==> config.mk <==
export PLATFORM = sky130hd
export DESIGN_NAME = wb_timeout_bridge_flat
export DESIGN_NICKNAME = d
export VERILOG_FILES = /design/src/rtl/wb_timeout_bridge_pkg.sv /design/src/rtl/wb_timeout_bridge_if.sv /design/src/rtl/wb_wdog_cnt.sv /design/src/rtl/wb_timeout_bridge.sv /design/src/flat_wrapper.sv
export SDC_FILE = /design/constraint.sdc
export NUM_CORES = 1
export LEC_CHECK = 0
export BUFFER_PORTS_ARGS = -buffer_cell sky130_fd_sc_hd__buf_2
export CORE_AREA = 2 2 116 118
export CTS_CLUSTER_DIAMETER = 50
export DETAILED_ROUTE_END_ITERATION = 16
export DIE_AREA = 0 0 118 120
export HOLD_SLACK_MARGIN = 0.06
export REMOVE_ABC_BUFFERS = 1
export SYNTH_ARGS = -nofsm -noshare
export SYNTH_HDL_FRONTEND = slang
export SYNTH_HIERARCHICAL = 1
export SYNTH_SLANG_ARGS = --single-unit
==> constraint.sdc <==
create_clock -name wb_clk_i -period 5.3 [get_ports wb_clk_i]
set_input_delay 0 -clock wb_clk_i [delete_from_list [all_inputs] [get_ports wb_clk_i]]
set_output_delay 0 -clock wb_clk_i [all_outputs]
set_load 0.03 [all_outputs]
==> src/rtl/wb_timeout_bridge_pkg.sv <==
// Shared Zet bus definitions for the timeout bridge: FSM encoding, address width,
// default abort data and the saturating error-count helper.
package wb_timeout_bridge_pkg;

    typedef enum logic [1:0] {
        ST_IDLE = 2'd0,
        ST_BUSY = 2'd1,
        ST_DONE = 2'd2
    } state_e;

    localparam int          ADR_W        = 20;
    localparam logic [15:0] ERR_DATA_DEF = 16'hFFFF;

    function automatic logic [7:0] sat_inc8(input logic [7:0] val);
        return (val == 8'hFF) ? val : val + 8'd1;
    endfunction

endpackage

==> src/rtl/wb_timeout_bridge_if.sv <==
// Wishbone signal bundle for both sides of the bridge: CPU side (s_*) and switch side (m_*).
interface wb_timeout_bridge_if;
    import wb_timeout_bridge_pkg::*;

    logic [15:0]      s_dat_i;
    logic [15:0]      s_dat_o;
    logic [ADR_W:1]   s_adr_i;
    logic [1:0]       s_sel_i;
    logic             s_we_i;
    logic             s_cyc_i;
    logic             s_stb_i;
    logic             s_ack_o;
    logic [15:0]      m_dat_o;
    logic [ADR_W:1]   m_adr_o;
    logic [1:0]       m_sel_o;
    logic             m_we_o;
    logic             m_cyc_o;
    logic             m_stb_o;
    logic [15:0]      m_dat_i;
    logic             m_ack_i;

    // Bridge view: slave to the CPU, master towards the switch.
    modport slave (
        input  s_dat_i, s_adr_i, s_sel_i, s_we_i, s_cyc_i, s_stb_i, m_dat_i, m_ack_i,
        output s_dat_o, s_ack_o, m_dat_o, m_adr_o, m_sel_o, m_we_o, m_cyc_o, m_stb_o
    );

    // Environment view: drives the CPU requests and the switch responses.
    modport master (
        output s_dat_i, s_adr_i, s_sel_i, s_we_i, s_cyc_i, s_stb_i, m_dat_i, m_ack_i,
        input  s_dat_o, s_ack_o, m_dat_o, m_adr_o, m_sel_o, m_we_o, m_cyc_o, m_stb_o
    );

endinterface

==> src/rtl/wb_wdog_cnt.sv <==
// Watchdog counter: clear/enable, saturates at its maximum, flags terminal count TIMEOUT-1.
// TIMEOUT of 0 keeps the terminal-count flag low forever.
module wb_wdog_cnt #(
    parameter int TIMEOUT = 255
) (
    input  logic clk,
    input  logic rst_n,
    input  logic clr,
    input  logic en,
    output logic tc
);

    localparam int             CW      = ($clog2(TIMEOUT + 1) < 1) ? 1 : $clog2(TIMEOUT + 1);
    localparam logic [CW-1:0]  TC_VAL  = (TIMEOUT == 0) ? {CW{1'b0}} : CW'(TIMEOUT - 1);
    localparam logic [CW-1:0]  MAX_VAL = {CW{1'b1}};

    logic [CW-1:0] cnt_r;

    // Count register; the saturation guard means it can never wrap back to the terminal value.
    always_ff @(posedge clk) begin
        if (!rst_n) begin
            cnt_r <= {CW{1'b0}};
        end else if (clr) begin
            cnt_r <= {CW{1'b0}};
        end else if (en && (cnt_r != MAX_VAL)) begin
            cnt_r <= cnt_r + CW'(1);
        end
    end

    assign tc = (TIMEOUT != 0) && (cnt_r == TC_VAL);

endmodule

==> src/rtl/wb_timeout_bridge.sv <==
// Registered Wishbone bridge between the Zet CPU and the address switch, with a bus
// watchdog that terminates hung cycles with ERR_DATA and logs the fault.
module wb_timeout_bridge
    import wb_timeout_bridge_pkg::*;
#(
    parameter int          TIMEOUT  = 255,
    parameter logic [15:0] ERR_DATA = ERR_DATA_DEF
) (
    input  logic             wb_clk_i,
    input  logic             wb_rst_n_i,
    wb_timeout_bridge_if.slave bus,
    output logic             err_o,
    output logic [ADR_W:1]   err_adr_o,
    output logic             err_we_o,
    output logic [7:0]       err_cnt_o,
    input  logic             err_clr_i
);

    state_e          state_r, state_s;
    logic            accept_s, ack_s, timeout_s, cnt_en_s, tc_s;
    logic            req_r, s_ack_r, m_we_r, err_r, err_we_r;
    logic [15:0]     s_dat_r, m_dat_r;
    logic [ADR_W:1]  m_adr_r, err_adr_r;
    logic [1:0]      m_sel_r;
    logic [7:0]      err_cnt_r;

    wb_wdog_cnt #(.TIMEOUT(TIMEOUT)) u_wdog (
        .clk   (wb_clk_i),
        .rst_n (wb_rst_n_i),
        .clr   (accept_s),
        .en    (cnt_en_s),
        .tc    (tc_s)
    );

    // Next-state and per-cycle event decode; a slave ack takes priority over the watchdog.
    always_comb begin
        state_s   = state_r;
        accept_s  = 1'b0;
        ack_s     = 1'b0;
        timeout_s = 1'b0;
        cnt_en_s  = 1'b0;
        case (state_r)
            ST_IDLE: begin
                if (bus.s_cyc_i && bus.s_stb_i) begin
                    accept_s = 1'b1;
                    state_s  = ST_BUSY;
                end else begin
                    state_s  = ST_IDLE;
                end
            end
            ST_BUSY: begin
                if (bus.m_ack_i) begin
                    ack_s     = 1'b1;
                    state_s   = ST_DONE;
                end else if (tc_s) begin
                    timeout_s = 1'b1;
                    state_s   = ST_DONE;
                end else if (!bus.s_cyc_i) begin
                    state_s   = ST_IDLE;
                end else begin
                    cnt_en_s  = 1'b1;
                end
            end
            ST_DONE: begin
                state_s = ST_IDLE;
            end
            default: begin
                state_s = ST_IDLE;
            end
        endcase
    end

    // State, bus output and error-log registers; outputs are decoded from the next state.
    always_ff @(posedge wb_clk_i) begin
        if (!wb_rst_n_i) begin
            state_r   <= ST_IDLE;
            req_r     <= 1'b0;
            s_ack_r   <= 1'b0;
            s_dat_r   <= 16'h0000;
            m_dat_r   <= 16'h0000;
            m_adr_r   <= {ADR_W{1'b0}};
            m_sel_r   <= 2'b00;
            m_we_r    <= 1'b0;
            err_r     <= 1'b0;
            err_adr_r <= {ADR_W{1'b0}};
            err_we_r  <= 1'b0;
            err_cnt_r <= 8'd0;
        end else begin
            state_r <= state_s;
            req_r   <= (state_s == ST_BUSY);
            s_ack_r <= (state_s == ST_DONE);
            if (accept_s) begin
                m_adr_r <= bus.s_adr_i;
                m_sel_r <= bus.s_sel_i;
                m_dat_r <= bus.s_dat_i;
                m_we_r  <= bus.s_we_i;
            end
            if (ack_s) begin
                s_dat_r <= bus.m_dat_i;
            end else if (timeout_s) begin
                s_dat_r <= ERR_DATA;
            end
            // A timeout in the same cycle as a clear restarts the count at one.
            if (timeout_s) begin
                err_r     <= 1'b1;
                err_adr_r <= m_adr_r;
                err_we_r  <= m_we_r;
                err_cnt_r <= err_clr_i ? 8'd1 : sat_inc8(err_cnt_r);
            end else if (err_clr_i) begin
                err_r     <= 1'b0;
                err_cnt_r <= 8'd0;
            end
        end
    end

    assign bus.s_dat_o = s_dat_r;
    assign bus.s_ack_o = s_ack_r;
    assign bus.m_dat_o = m_dat_r;
    assign bus.m_adr_o = m_adr_r;
    assign bus.m_sel_o = m_sel_r;
    assign bus.m_we_o  = m_we_r;
    assign bus.m_cyc_o = req_r;
    assign bus.m_stb_o = req_r;
    assign err_o       = err_r;
    assign err_adr_o   = err_adr_r;
    assign err_we_o    = err_we_r;
    assign err_cnt_o   = err_cnt_r;

endmodule

==> src/flat_wrapper.sv <==
// flat-port wrapper written by rule: the top's interface ports become plain ports
module wb_timeout_bridge_flat import wb_timeout_bridge_pkg::*;
#(
    parameter int          TIMEOUT  = 255,
    parameter logic [15:0] ERR_DATA = ERR_DATA_DEF
)
  (wb_clk_i, wb_rst_n_i, err_o, err_adr_o, err_we_o, err_cnt_o, err_clr_i, bus_s_dat_i, bus_s_adr_i, bus_s_sel_i, bus_s_we_i, bus_s_cyc_i, bus_s_stb_i, bus_m_dat_i, bus_m_ack_i, bus_s_dat_o, bus_s_ack_o, bus_m_dat_o, bus_m_adr_o, bus_m_sel_o, bus_m_we_o, bus_m_cyc_o, bus_m_stb_o);
  wb_timeout_bridge_if bus_i ();
  input  logic wb_clk_i;
  input  logic wb_rst_n_i;
  output logic err_o;
  output logic [ADR_W:1] err_adr_o;
  output logic err_we_o;
  output logic [7:0] err_cnt_o;
  input  logic err_clr_i;
  input wire logic [$bits(bus_i.s_dat_i)-1:0] bus_s_dat_i;
  input wire logic [$bits(bus_i.s_adr_i)-1:0] bus_s_adr_i;
  input wire logic [$bits(bus_i.s_sel_i)-1:0] bus_s_sel_i;
  input wire logic [$bits(bus_i.s_we_i)-1:0] bus_s_we_i;
  input wire logic [$bits(bus_i.s_cyc_i)-1:0] bus_s_cyc_i;
  input wire logic [$bits(bus_i.s_stb_i)-1:0] bus_s_stb_i;
  input wire logic [$bits(bus_i.m_dat_i)-1:0] bus_m_dat_i;
  input wire logic [$bits(bus_i.m_ack_i)-1:0] bus_m_ack_i;
  output wire logic [$bits(bus_i.s_dat_o)-1:0] bus_s_dat_o;
  output wire logic [$bits(bus_i.s_ack_o)-1:0] bus_s_ack_o;
  output wire logic [$bits(bus_i.m_dat_o)-1:0] bus_m_dat_o;
  output wire logic [$bits(bus_i.m_adr_o)-1:0] bus_m_adr_o;
  output wire logic [$bits(bus_i.m_sel_o)-1:0] bus_m_sel_o;
  output wire logic [$bits(bus_i.m_we_o)-1:0] bus_m_we_o;
  output wire logic [$bits(bus_i.m_cyc_o)-1:0] bus_m_cyc_o;
  output wire logic [$bits(bus_i.m_stb_o)-1:0] bus_m_stb_o;
  assign bus_i.s_dat_i = bus_s_dat_i;
  assign bus_i.s_adr_i = bus_s_adr_i;
  assign bus_i.s_sel_i = bus_s_sel_i;
  assign bus_i.s_we_i = bus_s_we_i;
  assign bus_i.s_cyc_i = bus_s_cyc_i;
  assign bus_i.s_stb_i = bus_s_stb_i;
  assign bus_i.m_dat_i = bus_m_dat_i;
  assign bus_i.m_ack_i = bus_m_ack_i;
  assign bus_s_dat_o = bus_i.s_dat_o;
  assign bus_s_ack_o = bus_i.s_ack_o;
  assign bus_m_dat_o = bus_i.m_dat_o;
  assign bus_m_adr_o = bus_i.m_adr_o;
  assign bus_m_sel_o = bus_i.m_sel_o;
  assign bus_m_we_o = bus_i.m_we_o;
  assign bus_m_cyc_o = bus_i.m_cyc_o;
  assign bus_m_stb_o = bus_i.m_stb_o;
  wb_timeout_bridge #(.TIMEOUT(TIMEOUT), .ERR_DATA(ERR_DATA)) u_core (.wb_clk_i(wb_clk_i), .wb_rst_n_i(wb_rst_n_i), .bus(bus_i), .err_o(err_o), .err_adr_o(err_adr_o), .err_we_o(err_we_o), .err_cnt_o(err_cnt_o), .err_clr_i(err_clr_i));
endmodule
==> Word-level counts from Yosys, hierarchy flattened <==
Index checks and enable logic that the tools add are counted.
{ "classes": {"n_reduce_logical": 7, "n_bitwise": 1, "eq_ne": 7, "addsub": 2, "muxes": 24} }
{ "op_table": {"columns": ["cell", "n"], "rows": [
  ["$mux 16", 2],
  ["$mux 8", 4],
  ["$add 8x1->8 const B", 2],
  ["$eq 8x8->1 const B", 2],
  ["$mux 1", 14],
  ["$ne 8x8->1 const B", 1],
  ["$mux 2", 3],
  ["$eq 2x1->1 const B", 2],
  ["$pmux 2 s2", 1],
  ["$reduce_bool 2->1", 2],
  ["$eq 2x2->1 const B", 1],
  ["$logic_and 1x1->1", 2],
  ["$logic_not 2->1", 1],
  ["$ne 2x2->1 const B", 1],
  ["$reduce_and 2->1", 1],
  ["$reduce_or 2->1", 1],
  ["$not 1->1", 1]
]} }
{ "totals": {"out_inout_bits": 88, "input_bits": 61, "ff_bits": 97, "wordCells": 54} }

==> Logic depth before layout (Yosys ltp) <==
Gate-level depths: netlist of run 1.
{ "logic_depth": {"ltp_word": 6, "depth_mapped": 9, "ltp_nobuf": 9} }

==> Cells and area by module <==
The synthesis of run 1 kept the hierarchy.
{ "by_module_without_submodules": {"columns": ["module", "cells_per_inst", "area_per_inst_um2", "instances", "seq_area_each_um2"], "rows": [
  ["wb_timeout_bridge", 363, 3325.7, 1, 1781.7],
  ["wb_wdog_cnt", 53, 449.2, 1, 160.2]
]} }

==> Worst setup path after synthesis of run 1 <==
No wires, ideal clock.
{ "synth_timing": {"kind": "register -> register", "from": "register u_core.u_wdog.cnt_r[0]", "to": "register u_core.u_wdog.cnt_r[7]", "arrival_ps": 1893, "synth_period_minus_slack_ps": 2009, "setup_time_ps": 116, "path_slack_ps": 3291, "required_time_ps": 5184, "stages_incl_launch_ff": 10, "path_buffers": 0, "cell_sequence": "dfxtp_1 > inv_1 > ha_1 > nand3_1 > nor2_1 > nor2_1 > and3_1 > nand3_1 > or4_1 > o211a_1"} }
{ "synth_between": {"elab_chain_len": 5, "word_cells_on_any_way": 7, "cone_classes": "add/sub: 1; eq/ne: 2; mux: 3; reduce/logical: 1"} }
{ "synth_rtl": {"columns": ["item", "line_no", "text"], "rows": [
  ["start, declared", "wb_wdog_cnt.sv:17", "logic [CW-1:0] cnt_r;"],
  ["start signal, assigned", "wb_wdog_cnt.sv:22", "cnt_r <= {CW{1'b0}};"],
  ["start signal, assigned", "wb_wdog_cnt.sv:24", "cnt_r <= {CW{1'b0}};"],
  ["start signal, assigned", "wb_wdog_cnt.sv:26", "cnt_r <= cnt_r + CW'(1);"],
  ["$eq 8x8->1", "wb_wdog_cnt.sv:30", "assign tc = (TIMEOUT != 0) && (cnt_r == TC_VAL);"],
  ["named net u_core.tc_s", "wb_timeout_bridge.sv:20", "logic accept_s, ack_s, timeout_s, cnt_en_s, tc_s;"],
  ["$mux 1", "wb_timeout_bridge.sv:55", "end else if (tc_s) begin"],
  ["$mux 1", "wb_timeout_bridge.sv:52", "if (bus.m_ack_i) begin"],
  ["$mux 1", "wb_timeout_bridge.sv:42", "case (state_r)"],
  ["named net u_core.cnt_en_s", "wb_timeout_bridge.sv:20", null],
  ["$logic_and 1x1->1", "wb_wdog_cnt.sv:25", "end else if (en && (cnt_r != MAX_VAL)) begin"]
]} }
The timed path passes the listed nets, and every way through them passes these cells.
A chain may end at the register's enable or synchronous reset.

==> Worst setup path after layout of run 1 <==
Ends and elaborated chain as after synthesis.

==> metrics.md, run 1 <==
| Metric | Value |
|---|---|
| Largest net degree at the start of global routing | 50 |
| Ratio of final minimum period to clock period | 0.4312 |
| DRT antenna net count | 0 |
| Fraction of final layout cells sized beyond drive strength 1 | 0.3057 |
| Synthesis-stage register bit count | 97 |
| Routed via count | 3664 |
| Clock latency of the later-clocked register in the worst-skew pair | 0.34 ns |
| Wire length after detailed routing | 10570 um |
| Setup crit end kind | flip-flop |
| Maximum buffer depth of the clock tree | 2 |
| Place WS | 3.049 ns |
| Hold/Removal Path Class | in -> reg |
| Most used standard cells in the synthesized netlist | 128 x nand2_1, 97 x dfxtp_1, 61 x a21boi_0, 16 x o221a_2, 13 x clkbuf_1 |
| Type of the setup path with the least slack | reg -> reg |
| Via count of the first global-routing pass | 3516 |
| Number of rows created at floorplan | 42 |
| Post-synth design cell area | 3775 um2 |
| DRC errors left | 0 |
| Fin Hold WS | 0.2786 ns |
| Post-CTS repair timing setup buffer count | 0 |
| Max FO, Critical Path | 9 |
| Register area share after synthesis | 0.5144 |
| Routed len/inst | 13.36 um |
| Run status | complete, no violations |
| Slew Limit Fails | 0 |
| Pwr dens | 292.5 nW/um2 |
| Max-cap check violation count | 0 |
| Clock tree from TritonCTS | done |
| Number of synthesized flops with an enable pin | 0 |
| Crit path time final | 2.285 ns |
| Final number of hold-violating endpoints | 0 |
| Number of warnings issued by yosys | 6 |
| Actual slew at the worst max-slew pin | 1.097 ns |
| Aggregate global-route resource usage | 0.1498 |
| Area growth, synth to finish | 46.57% |
| Sink count of the clock tree | 97 |
| Share of async-settable or async-resettable flops after synthesis | 0 |
| Setup violators final | 0 |
| Sum of negative setup slack | 0 ns |
| Final core occ | 0.4263 |
| First DRT Iteration DRCs | 273 |
| Number of antenna violations at the first check in global routing | 0 |
| Area enclosed by the die boundary | 14160 um2 |
| Initial Util | 0.2908 |
| Ant. Diodes | 0 |
| Routability cong. | 0.7570 |
| Overall power consumption | 1.619 mW |
| Standard cell with the maximum stage delay on the critical path | or4_1 |
| Synthesized area divided by synthesized cell count | 9.074 um2 |
| Remaining global-route overflow | 0 |
| Unrepaired setup endpoints after global routing | no |
| Leak pwr | 2.374 nW |
| Cell with the most instances after synthesis | nand2_1 |
| Max-slew headroom | 0.2658 |
| Quantity of I/O buffers inserted on ports | 148 |
| Leading cell types by total area after synthesis | dfxtp_1 51%, nand2_1 13%, a21boi_0 12% |
| Die Ht | 120 um |
| Worst Path Required | 5.54 ns |
| Portion of synthesized cell area occupied by the leading cell type | 0.5144 |
| Clock root buffer | clkbuf_16 |
| Max VDD drop | 0.0001435 V |
| Die boundary width | 118 um |
| Highest Clock Rate | 437.6 MHz |
| Number of distinct library cell variants in the gate-level netlist after synthesis | 45 |
| I/O Pins | 149 |
| Clock input transition at the sequential cells of the worst setup and hold paths | 0.07 ns |
| Number of buffers added by the clock tree synthesis step | 9 |
| Pre-antenna DRT Iters | 4 |
| Global-route wire length before repair | 17050 um |
| PnR worst setup slack | 3.015 ns |
| Cells after Synth | 416 |
| Skew final | 0.009521 ns |
| Critical Path, Cell by Cell | inv_1, ha_1, nand3_1, nor2_1, nor2_1, and3_1, nand3_1, or4_1, o211a_1 |
| Critical Path Source Type | flip-flop |
| Post-cts repair resize count | 0 |
| Sum of net half-perimeters after detailed placement | 6765 um |
| Via density | 4.632 |
| Net count reported at finish | 674 |
| Depth of the CTS H-tree | 3 |
| Arrival @ worst endpoint | 2.53 ns |
| Setup slack, reg-to-reg | 3.01 ns |
| Primary flip-flop cell chosen by synthesis mapping | dfxtp_1 |
| Max incr delay on CP | 0.43 ns |
| Cell accounting for the most synthesized area | dfxtp_1 |
| Area of the core | 12980 um2 |
## worst max-delay path: cells and delay by family (launching register included)
family | cells | cell delay [ns]
AOI/OAI and AO/OA | 1 | 0.21
adders and majority gates | 1 | 0.20
buffers and inverters | 1 | 0.08
DFF | 1 | 0.40
and+or+nand+nor | 6 | 1.30
## per-stage QoR
step / cell area, um2 / cells
after floorplan: 3665 / 391
after global placement: 4656 / 719
after detailed placement: 4656 / 719
after CTS: 5533 / 791
after global routing: 5533 / 791
final: 5533 / 791
## layout make-up
class                           count  area (um2)
Tap cell                          176       220.2
Clock buffer                       13       270.3
Fill cell                        1269        7447
Multi-Input combinational cell    287        1697
Timing Repair Buffer              208        1331
Clock inverter                      3       46.29
Sequential cell                    97        1942
Inverter                            7       26.28
## where the power goes
| part | internal (mW) | total (mW) | switching, mW |
|---|---|---|---|
| logic | 0.0783 | 0.174 | 0.0957 |
| registers | 0.749 | 0.761 | 0.0123 |
| clock network | 0.407 | 0.683 | 0.277 |
| total | 1.23 | 1.62 | 0.385 |
## timing repair
action,in CTS,in global routing
hold buffers,56,0
endpoints found under the setup margin,0,0
endpoints found under the hold margin,57,0
## registers in the layout, summed over array words and instances (netlist names)
name,flops
u_core/err_o,1
u_core/bus.s_dat_o,16
u_core/bus.m_sel_o,2
u_core/state_r,2
u_core/bus.m_adr_o,20
u_core/bus.s_ack_o,1
u_core/bus.m_cyc_o,1
u_core/err_we_o,1
u_core/bus.m_dat_o,16
u_core/err_cnt_o,8
u_core/u_wdog/cnt_r,8
u_core/err_adr_o,20
u_core/bus.m_we_o,1
## placed cells by master (no fill, tap or decap), types with 3 or more instances in the layout
cell type,instances
a21oi_1,5
nand2b_1,4
o221a_2,16
o21ai_0,3
nand2_1,128
buf_4,4
nand4_1,5
clkbuf_8,3
a21boi_0,61
nand3_1,7
inv_1,6
nor2_1,8
mux2i_1,3
a211oi_1,5
xor2_1,3
and2_1,4
buf_2,148
dlygate4sd3_1,56
ha_1,3
dfxtp_1,97
and3_1,3
clkbuf_16,9
## metal layers
layer | global-route usage | vias up | part of all wire
met4 | 0.08434 | 0 | 0.031
met3 | 0.03042 | 26 | 0.047
met5 | 0 | - | 0
met1 | 0.1836 | 1708 | 0.44
met2 | 0.2460 | 113 | 0.48
li1 | - | 1817 | -
## path summary, 6_finish.rpt
check / start / endpoint / cells past startpoint
max: u_core/u_wdog/cnt_r[0] / u_core/u_wdog/cnt_r[7] / 9
min: wb_rst_n_i / u_core/bus.m_dat_o[12] / 2
max reg2reg: u_core/u_wdog/cnt_r[0] / u_core/u_wdog/cnt_r[7] / 9
min reg2reg: u_core/err_we_o / u_core/err_we_o / 2
## kinds of logic after synthesis
group,Yosys count,synth area share
AO/OA/AOI/OAI,104,0.2201
XOR/XNOR,3,0.006962
flip-flops,97,0.5144
adder cells (fa/ha/maj),3,0.009945
buffers and inverters,32,0.03613
AND/OR/NAND/NOR,174,0.2045
multiplexers,3,0.007955
No activity file was read; power rests on OpenSTA's default activity.
==> inputs of run 2 (changes only) <==
clock period = 2 ns   (was 5.3 ns; I/O delays follow)
==> metrics.md, run 2 (same netlist as run 1, synthesis figures left out) <==
| Metric | Value |
|---|---|
| Run status | complete, no violations |
| Number of rows created at floorplan | 42 |
| Highest Clock Rate | 528.1 MHz |
| Final number of hold-violating endpoints | 0 |
| Clock latency of the later-clocked register in the worst-skew pair | 0.35 ns |
| Via count of the first global-routing pass | 3653 |
| Via density | 4.654 |
| Max-cap check violation count | 0 |
| Sum of net half-perimeters after detailed placement | 6978 um |
| Die boundary width | 118 um |
| Number of antenna violations at the first check in global routing | 0 |
| Remaining global-route overflow | 0 |
| Die Ht | 120 um |
| Skew final | 0.01367 ns |
| Pwr dens | 792.9 nW/um2 |
| Arrival @ worst endpoint | 2.14 ns |
| DRC errors left | 0 |
| Leak pwr | 2.451 nW |
| Area growth, synth to finish | 50.55% |
| Maximum buffer depth of the clock tree | 2 |
| Commonest cells after routing, fill and taps aside | 148 x buf_2, 128 x nand2_1, 96 x dfxtp_1, 61 x a21boi_0, 57 x dlygate4sd3_1 |
| First DRT Iteration DRCs | 205 |
| Global-route wire length before repair | 17470 um |
| Crit path time final | 1.894 ns |
| Routed len/inst | 13.49 um |
| Worst Path Required | 2.25 ns |
| Number of buffers added by the clock tree synthesis step | 9 |
| Pre-antenna DRT Iters | 7 |
| Area of the core | 12980 um2 |
| Initial Util | 0.2908 |
| Actual slew at the worst max-slew pin | 0.6281 ns |
| Ant. Diodes | 0 |
| Ratio of final minimum period to clock period | 0.9468 |
| DRT antenna net count | 0 |
| Final core occ | 0.4378 |
| Quantity of I/O buffers inserted on ports | 148 |
| Clock root buffer | clkbuf_16 |
| Routed via count | 3728 |
| Max VDD drop | 0.0004143 V |
| Post-CTS repair timing setup buffer count | 0 |
| Net count reported at finish | 684 |
| Max-slew headroom | 0.5800 |
| Area enclosed by the die boundary | 14160 um2 |
| Setup violators final | 0 |
| Clock input transition at the sequential cells of the worst setup and hold paths | 0.07 ns |
| Unrepaired setup endpoints after global routing | yes |
| I/O Pins | 149 |
| Max FO, Critical Path | 3 |
| Largest net degree at the start of global routing | 50 |
| Sum of negative setup slack | 0 ns |
| PnR worst setup slack | 0.1064 ns |
| Clock tree from TritonCTS | done |
| Wire length after detailed routing | 10800 um |
| Sink count of the clock tree | 97 |
| Slew Limit Fails | 0 |
| Fraction of final layout cells sized beyond drive strength 1 | 0.3232 |
| Hold/Removal Path Class | in -> reg |
| Most common library cell in the layout ignoring fill and taps | buf_2 |
| Depth of the CTS H-tree | 3 |
| Critical Path Source Type | flip-flop |
| Setup crit end kind | flip-flop |
| Type of the setup path with the least slack | reg -> reg |
| Aggregate global-route resource usage | 0.1528 |
| Routability cong. | 0.8531 |
| Place WS | 0.08896 ns |
run 2: cell types whose count changed in the layout (fill, tap and decap cells not counted), sizes merged:
cell,delta
dlygate4sd3,+1
clkinvlp,-1
buf,+9
clkinv,+1
clkbuf,-1
bufinv,+2
inv,-1
run 2: path summary, 6_finish.rpt:
check | slack [ns] | from | endpoint | cells past startpoint
setup / recovery | 0.11 | u_core/u_wdog/cnt_r[0] | u_core/u_wdog/cnt_r[7] | 9
hold / removal | 0.12 | wb_rst_n_i | u_core/err_adr_o[6] | 2
setup reg to reg | 0.11 | u_core/u_wdog/cnt_r[0] | u_core/u_wdog/cnt_r[7] | 9
hold reg to reg | 0.46 | u_core/bus.m_dat_o[7] | u_core/bus.m_dat_o[7] | 2
run 2: stage by stage:
step                      std cells  cell area, um2  hold slack, ns  power, mW
after floorplan                 391            3665          0.1178      2.264
after global placement          728            4748          0.2501      2.437
after detailed placement        728            4748          0.2581      2.445
after CTS                       801            5674          0.1134      4.574
after global routing            801            5683          0.1347      4.687
final                           801            5683          0.1173      4.506
run 2: repair_timing:
| item | in CTS | in global routing |
|---|---|---|
| hold endpoints to repair | 57 | 0 |
| hold buffers | 57 | 0 |
| endpoints found under the setup margin | 0 | 6 |
| gates resized for setup | 0 | 5 |
run 2: layout make-up:
class | count | area, um2
Sequential cell | 97 | 1943
Inverter | 7 | 26.28
Fill cell | 1275 | 7297
Timing Repair Buffer | 218 | 1434
Tap cell | 176 | 220.2
Multi-Input combinational cell | 287 | 1704
Clock inverter | 4 | 98.84
Clock buffer | 12 | 256.5
run 2: routing by layer:
layer  track usage  up-vias  part of all wire
met5             0        -                 0
met4       0.07605        0             0.026
met3       0.03660       25             0.054
met2        0.2551      128              0.48
met1        0.1840     1732              0.44
li1              -     1843                 -
run 2: report_power, final:
group	internal (mW)	switching [mW]	leakage (nW)	total [mW]
Combinational	0.215	0.257	1.49	0.472
Sequential	1.98	0.0322	0.787	2.02
Clock	1.29	0.724	0.173	2.02
run 2: critical path, cell delays in order, from the launching register on:
cell and delay [ns]:
dfxtp_1 0.33, inv_1 0.06, ha_1 0.19, nand3_1 0.09, nor2_2 0.06, nor2_2 0.11
and3_1 0.18, nand3_1 0.13, or4_1 0.43, o211a_1 0.21
==> inputs of run 3 (changes only) <==
ABC_AREA = 1   (was not set)
==> metrics.md, run 3 <==
| Metric | Value |
|---|---|
| Slew Limit Fails | 0 |
| Clock latency of the later-clocked register in the worst-skew pair | 0.34 ns |
| Number of antenna violations at the first check in global routing | 0 |
| Area enclosed by the die boundary | 14160 um2 |
| Worst Path Required | 2.27 ns |
| Max FO, Critical Path | 4 |
| Quantity of I/O buffers inserted on ports | 148 |
| Clock input transition at the sequential cells of the worst setup and hold paths | 0.06 ns |
| Register area share after synthesis | 0.5139 |
| Depth of the worst register-to-register path | 8 |
| Net count reported at finish | 756 |
| Post-cts repair resize count | 0 |
| Area of the core | 12980 um2 |
| Initial Util | 0.2911 |
| Maximum buffer depth of the clock tree | 2 |
| Overall power consumption | 4.379 mW |
| Wire length after detailed routing | 10410 um |
| Parity-gate share of the synthesized area counting xor and xnor cells | 0.004636 |
| Portion of synthesized cell area occupied by the leading cell type | 0.5139 |
| Area growth, synth to finish | 48.24% |
| Run status | complete, no violations |
| Hold/Removal Path Class | in -> reg |
| Final number of hold-violating endpoints | 0 |
| Aggregate global-route resource usage | 0.1486 |
| Max-cap check violation count | 0 |
| Largest net degree at the start of global routing | 71 |
| First DRT Iteration DRCs | 154 |
| Met3 track utilization from global routing | 0.04610 |
| Routed len/inst | 11.92 um |
| Number of buffers added by the clock tree synthesis step | 9 |
| Fraction of the mapped netlist area in adder cells | 0.009934 |
| Hold-critical path depth | 4 |
| Cell with the most instances after synthesis | nor2_1 |
| Crit path time final | 1.827 ns |
| DRT antenna net count | 0 |
| Critical Path Source Type | flip-flop |
| Leading cell types by total area after synthesis | dfxtp_1 51%, nor2_1 17%, o21ai_0 9.9% |
| Cells after Synth | 492 |
| Sink count of the clock tree | 97 |
| Type of the setup path with the least slack | reg -> reg |
| Post-CTS repair timing setup buffer count | 0 |
| Pwr dens | 781.8 nW/um2 |
| DRC errors left | 0 |
| Fill cell instance count of the final layout | 1274 |
| Number of rows created at floorplan | 42 |
| I/O Pins | 149 |
| Number of distinct library cell variants in the gate-level netlist after synthesis | 30 |
| Share of async-settable or async-resettable flops after synthesis | 0 |
| Die Ht | 120 um |
| Fraction of synthesized area in multiplexers | 0 |
| Fin Hold WS | 0.09880 ns |
| Synthesized area divided by synthesized cell count | 7.680 um2 |
| Depth of the CTS H-tree | 3 |
| Pre-antenna DRT Iters | 5 |
| Complex-gate fraction of the synthesized area | 0.1344 |
| Highest Clock Rate | 547.3 MHz |
| Number of warnings issued by yosys | 6 |
| GRT busiest layer | met2 |
| Routed via count | 3759 |
| Actual slew at the worst max-slew pin | 0.8017 ns |
| Unrepaired setup endpoints after global routing | no |
| Clock tree from TritonCTS | done |
| Setup violators final | 0 |
| Synthesis-stage register bit count | 97 |
| Leak pwr | 2.597 nW |
| Die boundary width | 118 um |
| Cell accounting for the most synthesized area | dfxtp_1 |
| Ratio of final minimum period to clock period | 0.9136 |
| Routability cong. | 0.8428 |
| Sum of net half-perimeters after detailed placement | 6893 um |
| Ant. Diodes | 0 |
| Most used standard cells in the synthesized netlist | 175 x nor2_1, 97 x dfxtp_1, 75 x o21ai_0, 31 x nand2_1, 21 x inv_1 |
| Max VDD drop | 0.0005806 V |
| Most common library cell in the layout ignoring fill and taps | nor2_1 |
| Setup crit end kind | flip-flop |
| Via count of the first global-routing pass | 3641 |
| Arrival @ worst endpoint | 2.10 ns |
| Skew final | 0.008949 ns |
| Main combinational cell family by area after synthesis | simple AND/OR/NAND/NOR gates |
| Simple-Gate Fraction of Synth Area | 0.2801 |
| Number of synthesized flops with an enable pin | 0 |
| Global-route wire length before repair | 16910 um |
| Commonest cells after routing, fill and taps aside | 175 x nor2_1, 148 x buf_2, 97 x dfxtp_1, 75 x o21ai_0, 61 x dlygate4sd3_1 |
| Global Route met2 Usage | 0.2671 |
| Remaining global-route overflow | 0 |
| Clock root buffer | clkbuf_16 |
| Post-synth design cell area | 3779 um2 |
| Primary flip-flop cell chosen by synthesis mapping | dfxtp_1 |
| Fraction of final layout cells sized beyond drive strength 1 | 0.2755 |
| Fraction of met1 tracks used by global routing | 0.1631 |
| Via density | 4.306 |
| Max-slew headroom | 0.4649 |
-- run 3: worst paths after layout --
check	from	slack, ns	endpoint
worst min register to register	u_core/bus.m_dat_o[3]	0.48	u_core/bus.m_dat_o[3]
worst min-delay path	bus_m_ack_i	0.1	u_core/bus.m_cyc_o
worst max register to register	u_core/u_wdog/cnt_r[0]	0.17	u_core/state_r[0]
worst max-delay path	u_core/u_wdog/cnt_r[0]	0.17	u_core/state_r[0]
-- run 3: kinds of logic after synthesis --
logic type,count (synthesis)
DFF,97
AOI/OAI and AO/OA,100
buffers and inverters,48
xor gates and xnor gates,2
and+or+nand+nor,242
adders and majority gates,3
-- run 3: layout make-up --
| cell class | count | area, um2 | share of cell area |
|---|---|---|---|
| clock buffers | 14 | 274.0 | 0.04892 |
| multi-input cells | 347 | 1622 | 0.2895 |
| inverters | 24 | 90.09 | 0.01608 |
| repair buffers | 213 | 1419 | 0.2533 |
| clock inverters | 2 | 35.03 | 0.006254 |
| well taps | 176 | 220.2 | 0.03931 |
| flip-flops and latches | 97 | 1942 | 0.3467 |
-- run 3: metrics by stage --
| step | instance area [um2] | worst slack [ns] | util | std cells | TNS (ns) |
|---|---|---|---|---|---|
| 2_1_floorplan | 3654 | -0.02871 | - | 468 | -0.1124 |
| 3_3_place_gp | 4682 | 0.2736 | 0.3607 | 796 | 0 |
| 3_5_place_dp | 4682 | 0.1927 | 0.3607 | 796 | 0 |
| 4_1_cts | 5602 | 0.1817 | 0.4316 | 873 | 0 |
| 5_1_grt | 5602 | 0.02201 | 0.4316 | 873 | 0 |
| 6_report | 5602 | 0.1728 | 0.4316 | 873 | 0 |
-- run 3: power by group --
part | switching [mW] | internal [mW] | total, mW
Sequential | 0.0427 | 2.00 | 2.05
Clock | 0.676 | 1.07 | 1.75
Combinational | 0.344 | 0.242 | 0.586
-- run 3: timing repair --
item	CTS	global route
setup endpoints to repair	0	0
hold endpoints to repair	61	0
hold buffers	61	0
-- run 3: routing by layer --
metal	share of wire	wire length (um)
met5	0	0
met2	0.49	5077
met3	0.069	713
met4	0.017	180
met1	0.43	4437
-- run 3: worst max-delay path: stages (launching register included) --
cell	delay, ns
dfxtp_1	0.39
inv_1	0.07
ha_1	0.21
nand2_1	0.07
nor2_1	0.04
inv_1	0.07
nand4_1	0.16
dlygate4sd3_1	0.63
a21oi_1	0.12
